==> src/rtl/fetch_unit.sv <==
// Instruction fetch stage: owns the PC, issues one word fetch at a time and
// hands each returned word (with its PC) to the decoder over valid/ready.
//
// state   | meaning
// --------+-----------------------------------------------------------
// S_ISSUE | request for pc goes out this cycle
// S_WAIT  | request outstanding, response will be captured
// S_FULL  | inst/inst_pc hold a live instruction awaiting the decoder
// S_DRAIN | request outstanding whose response must be discarded
module fetch_unit #(
  parameter int XLEN = 32,
  parameter logic [XLEN-1:0] RESET_PC = '0
) (
  input  logic            clk,
  input  logic            rst_n,
  input  logic            redirect_valid,
  input  logic [XLEN-1:0] redirect_pc,
  output logic            imem_req,
  output logic [XLEN-1:0] imem_addr,
  input  logic            imem_rvalid,
  input  logic [XLEN-1:0] imem_rdata,
  output logic            inst_valid,
  input  logic            inst_ready,
  output logic [XLEN-1:0] inst,
  output logic [XLEN-1:0] inst_pc
);

  typedef enum logic [1:0] {
    S_ISSUE = 2'd0,
    S_WAIT  = 2'd1,
    S_FULL  = 2'd2,
    S_DRAIN = 2'd3
  } state_t;

  localparam logic [XLEN-1:0] WORD_MASK = ~XLEN'(3);

  state_t          state, state_nxt;
  logic [XLEN-1:0] pc;
  logic            capture;
  logic            transfer;

  assign capture  = (state == S_WAIT) && imem_rvalid && !redirect_valid;
  assign transfer = (state == S_FULL) && inst_valid && inst_ready && !redirect_valid;

  always_ff @(posedge clk) begin
    if (!rst_n) begin
      state <= S_ISSUE;
    end else begin
      state <= state_nxt;
    end
  end

  // Redirect outranks every other event; a redirect in WAIT must still
  // swallow the in-flight response, hence DRAIN unless it lands this cycle.
  always_comb begin
    state_nxt = state;
    case (state)
      S_ISSUE: begin
        state_nxt = redirect_valid ? S_ISSUE : S_WAIT;
      end
      S_WAIT: begin
        if (redirect_valid) begin
          state_nxt = imem_rvalid ? S_ISSUE : S_DRAIN;
        end else if (imem_rvalid) begin
          state_nxt = S_FULL;
        end
      end
      S_FULL: begin
        if (redirect_valid) begin
          state_nxt = S_ISSUE;
        end else if (inst_ready) begin
          state_nxt = S_WAIT;
        end
      end
      S_DRAIN: begin
        if (imem_rvalid) begin
          state_nxt = S_ISSUE;
        end
      end
      default: state_nxt = S_ISSUE;
    endcase
  end

  always_comb begin
    imem_req  = 1'b0;
    imem_addr = pc;
    if (rst_n && !redirect_valid) begin
      imem_req = (state == S_ISSUE) || ((state == S_FULL) && inst_ready);
    end
  end

  always_ff @(posedge clk) begin
    if (!rst_n) begin
      pc         <= RESET_PC & WORD_MASK;
      inst_valid <= 1'b0;
      inst       <= '0;
      inst_pc    <= '0;
    end else begin
      if (redirect_valid) begin
        pc         <= redirect_pc & WORD_MASK;
        inst_valid <= 1'b0;
      end else if (capture) begin
        pc         <= pc + XLEN'(4);
        inst_valid <= 1'b1;
        inst       <= imem_rdata;
        inst_pc    <= pc;
      end else if (transfer) begin
        inst_valid <= 1'b0;
      end
    end
  end

endmodule

==> config.mk <==
export PLATFORM = sky130hd
export DESIGN_NAME = fetch_unit
export DESIGN_NICKNAME = d
export VERILOG_FILES = /design/src/rtl/fetch_unit.sv
export SDC_FILE = /design/constraint.sdc
export NUM_CORES = 1
export LEC_CHECK = 0
export ABC_AREA = 1
export BUFFER_PORTS_ARGS = -buffer_cell sky130_fd_sc_hd__buf_4
export CAP_MARGIN = 20
export CORE_MARGIN = 2
export CORE_UTILIZATION = 40
export CTS_CLUSTER_SIZE = 40
export DETAILED_ROUTE_END_ITERATION = 7
export PLACE_DENSITY_LB_ADDON = 0.25
export REMOVE_ABC_BUFFERS = 1
export SYNTH_ARGS = -nofsm -noshare
export SYNTH_HDL_FRONTEND = slang
export SYNTH_SLANG_ARGS = --single-unit
==> constraint.sdc <==
create_clock -name clk -period 3.9 [get_ports clk]
set_input_delay 0.78 -clock clk [delete_from_list [all_inputs] [get_ports clk]]
set_output_delay 0.78 -clock clk [all_outputs]
set_load 0.01 [all_outputs]
# Yosys cells after proc, flatten, opt, wreduce, memory -nomap -nowiden
# Index checks and enable logic that the tools add are counted.
[op_classes]
bitwise_logic = 2
eq_ne = 6
add_sub_neg = 1
n_mux = 13
reduce_logical = 15
[ops]
columns = ["cell", "count"]
rows = [
  ["$mux 32", 2],
  ["$add 32x3->32 const B", 1],
  ["$mux 2", 6],
  ["$pmux 2 s4", 1],
  ["$logic_and 1x1->1", 7],
  ["$ne 3x3->1 const B", 2],
  ["$eq 2x2->1 const B", 2],
  ["$mux 1", 4],
  ["$reduce_bool 2->1", 2],
  ["$reduce_and 3->1", 1],
  ["$eq 2x1->1 const B", 1],
  ["$logic_not 2->1", 1],
  ["$ne 2x2->1 const B", 1],
  ["$not 1->1", 2],
  ["$reduce_and 2->1", 1],
  ["$reduce_or 2->1", 1],
  ["$logic_not 1->1", 1],
  ["$logic_or 1x1->1", 1],
]
[totals]
input_bits = 69
reg_bits = 99
output_inout_bits = 98
elab_cells = 43

# Depth between registers and ports, before layout
[logic_depth]
word_depth = 6
ltp_mapped = 11
ltp_nobuf = 11

# Least setup slack after synthesis
# OpenSTA, ideal clock, no wires.
[synth_timing]
path_kind = "in2out"
start = "input port rst_n"
end = "output port imem_req"
t_required_ps = 3120
cell_stages = 4
setup_slack_ps = 1495
arrival_time_ps = 1625
path_buffers = 2
cell_sequence = "buf_2 clkinv_1 clkbuf_1 nor3_1"
[synth_via]
elab_chain_cells = 2
[synth_rtl]
columns = ["item", "line_no", "rtl"]
rows = [
  ["start, declared", "15", "input logic rst_n,"],
  ["$logic_and 1x1->1", "87", "if (rst_n && !redirect_valid) begin"],
  ["$mux 1", "87", ""],
  ["end, declared", "18", "output logic imem_req,"],
]
# Every way passes these cells.

# Worst setup path after layout
[layout_timing]
start = "input port redirect_valid"
end = "output port imem_req"
[layout_via]
elab_chain_cells = 3
[layout_rtl]
columns = ["item", "line_no", "rtl"]
rows = [
  ["start, declared", "16", "input logic redirect_valid,"],
  ["$logic_not 1->1", "87", ""],
  ["$logic_and 1x1->1", "87", ""],
  ["$mux 1", "87", ""],
]
# Every way passes these cells.

==> impl_metrics.py <==
metrics = {
    "outcome": {
        "status": "complete, no violations",
    },
    "placement": {
        "port_buffers": 160,
        "place_congestion": 0.836,
        "place_ws_ns": 1.27,
        "dp_hpwl_um": 9390,
        "dpl_cell_area_mm2": 0.00576,
        "dp_cells": 923,
    },
    "synthesis": {
        "ys_seq_elements": 95,
        "avgSynthCellArea_um2": 6.99,
        "synth_top_family_by_area": "simple AND/OR/NAND/NOR gates",
        "synth_xor_area_frac": 0.0116,
        "yosysSeqAreaShare": 0.418,
        "synth-adder-area-share": 0.00275,
        "syn_area_mm2": 0.00455,
        "ys.flop_type": "dfxtp_1",
        "syn_inst": 650,
        "synth-simple-area-share": 0.344,
        "ys_warn_count": 0,
        "synth-edff-count": 0,
        "synth_compound_area_frac": 0.133,
        "async_reset_ff_frac": 0,
        "synthMuxAreaShare": 0,
        "synth.distinct_cells": 42,
    },
    "floorplanning": {
        "fp.dieH_um": 111,
        "die_x_um": 111,
        "initial_core_util": 0.414,
        "core-area_mm2": 0.0110,
        "rows": 38,
        "die_area_mm2": 0.0122,
        "pin_count": 167,
    },
    "hold_path": {
        "whs_path_depth": 2,
        "min_from": "inst_pc[29]",
        "hold_class": "reg2reg",
        "hold_path_end": "inst_pc[29]",
    },
    "critical_path": {
        "r2r_start": "state[0]",
        "worst_r2r_endpoint": "imem_addr[10]",
        "r2r_cells": 9,
        "worstPathArrival_ns": 1.60,
        "cp_max_fo": 29,
        "path_class": "in2out",
        "end_kind": "primary output",
        "cp-start-kind": "primary input",
        "cp.required_ns": 3.12,
        "rrSetupSlack_ns": 1.90,
    },
    "final_layout": {
        "nets": 864,
        "num_antenna_cells": 0,
        "fin_area_mm2": 0.00604,
        "drive_above_1_share": 0.260,
        "finalNonFillerCells": 939,
        "area_growth_pct": 32.9,
        "final_util": 0.550,
        "fillCellCount": 1083,
        "final_cell_mix": "166 x buf_4, 153 x nor2_1, 126 x nand2_1",
        "layout_commonest_cell": "buf_4",
    },
    "timing": {
        "timing.hold.ws_ns": 0.490,
        "post-route-period-util": 0.610,
        "final.setup.tns_ns": 0,
        "maxClockFrequency_mhz": 420,
        "clock_skew_ns": 0.0114,
        "final.min_clock_period_ns": 2.38,
        "rsz0062_at_grt": "no",
        "slew_headroom": 0.526,
        "setup_slack_ns": 1.52,
        "worst_pin_slew_ns": 0.711,
        "finalSetupViolCount": 0,
        "hold_viol_final": 0,
        "maxSlewViolCount": 0,
    },
    "clock_tree": {
        "cts_resized": 0,
        "clk_path_buf_depth": 2,
        "cts_tree": "yes",
        "root_buffer": "clkbuf_16",
        "cts_buffers": 9,
        "clkSlewWorstSetupHoldPaths_ns": 0.06,
        "htree_levels": 3,
        "clk_latency_ns": 0.35,
        "cts_setup_buffers": 0,
        "cts_hold_buf": 0,
        "clock-sinks": 95,
    },
    "detailed_routing": {
        "drt_iter0_markers": 253,
        "via_count": 4654,
        "post_drt_wl_per_cell_um": 14.5,
        "ant_nets": 0,
        "drc": 0,
        "viasPerCell": 4.96,
        "dr.pass1.iters": 4,
        "totalWireLength_um": 13600,
    },
    "pwr": {
        "intPower_mw": 1.63,
        "power_density_mw_per_mm2": 367,
        "switching_share": 0.266,
        "clockPowerShare": 0.379,
        "leakagePower_nw": 2.90,
        "seqPwrFrac": 0.480,
        "ir_drop_uv": 201,
        "switchingPower_mw": 0.589,
        "combPwrFrac": 0.141,
        "power.total_mw": 2.22,
    },
    "job": {
        "maxCapViolCount": 0,
    },
    "global_routing": {
        "grt_pass1_vias": 4492,
        "grt_pass1_wl_um": 21700,
        "grt_max_degree": 63,
        "antenna_found_initial": 0,
        "grtUsageTotal": 0.216,
        "grt-ovfl-total": 0,
    },
}
-- registers in the layout, summed over array words and instances (netlist names) --
signal	count
inst	32
inst_pc	30
state	2
imem_addr	30
inst_valid	1
-- metal layers --
metal	wire (um)	track usage	vias up
met5	0	0	-
met4	295	0.0917	0
met3	1070	0.0697	17
met2	6230	0.350	146
met1	6010	0.265	2127
li1	-	-	2364
-- worst max-delay path, stage by stage --
cell	delay, ns
buf_4	0.23
nor2_1	0.20
inv_1	0.08
nor3_1	0.15
buf_4	0.15
-- cell type report --
| cell class | count | area [um2] | share of cell area |
|---|---|---|---|
| clock buffer | 13 | 260 | 0.0431 |
| clock inverter | 3 | 17.5 | 0.00290 |
| inverter | 50 | 190 | 0.0315 |
| multi-input combinational | 472 | 2250 | 0.373 |
| sequential | 95 | 1900 | 0.315 |
| tap | 140 | 175 | 0.0290 |
| timing repair buffer | 166 | 1250 | 0.206 |
-- cells by family after synthesis --
| family | after synthesis |
|---|---|
| and+or+nand+nor | 355 |
| AOI/OAI and AO/OA | 106 |
| DFF | 95 |
| buffers and inverters | 86 |
| xor gates and xnor gates | 6 |
| adders and majority gates | 1 |
| other | 1 |
-- synthesized netlist by cell type (2+ instances only) --
master | instances | share of area
o211a_1 | 2 | 0.0044
nand2_4 | 4 | 0.0099
clkbuf_1 | 9 | 0.0074
inv_1 | 46 | 0.038
nand2_2 | 3 | 0.0041
clkinv_1 | 2 | 0.0017
dfxtp_1 | 95 | 0.42
buf_2 | 15 | 0.017
o211ai_1 | 6 | 0.0099
nor3_1 | 15 | 0.017
nor2_4 | 5 | 0.012
nand2_1 | 126 | 0.10
nand3_1 | 25 | 0.028
a31oi_1 | 5 | 0.0069
nand3b_1 | 2 | 0.0033
a21oi_1 | 20 | 0.022
buf_6 | 3 | 0.0074
o21ai_0 | 60 | 0.066
nor2_2 | 9 | 0.012
buf_4 | 6 | 0.0099
nor2_8 | 2 | 0.0088
nand4_1 | 6 | 0.0083
a211oi_1 | 8 | 0.013
nor2_1 | 153 | 0.13
xor2_1 | 3 | 0.0058
clkbuf_8 | 2 | 0.0061
xnor2_1 | 3 | 0.0058
-- power groups by stage --
stage / clock (mW) / combinational [mW] / sequential [mW]
CTS: 0.861 / 0.315 / 1.06
finish: 0.842 / 0.313 / 1.06
global route: 0.892 / 0.345 / 1.07
floorplan: 0 / 0.118 / 1.10
global placement: 0 / 0.307 / 1.08
detailed placement: 0 / 0.314 / 1.08
-- worst max-delay path by stage --
stage / slack [ns] / endpoint / depth (start not counted) / startpoint
2_1_floorplan: 1.08 / imem_addr[19] / 6 / imem_rvalid
3_3_place_gp: 1.35 / imem_addr[11] / 8 / redirect_valid
3_5_place_dp: 1.27 / imem_addr[13] / 8 / redirect_valid
4_1_cts: 1.53 / imem_req / 5 / redirect_valid
5_1_grt: 1.42 / imem_req / 5 / redirect_valid
6_report: 1.52 / imem_req / 5 / redirect_valid
Power figures use the tool's default switching activity.
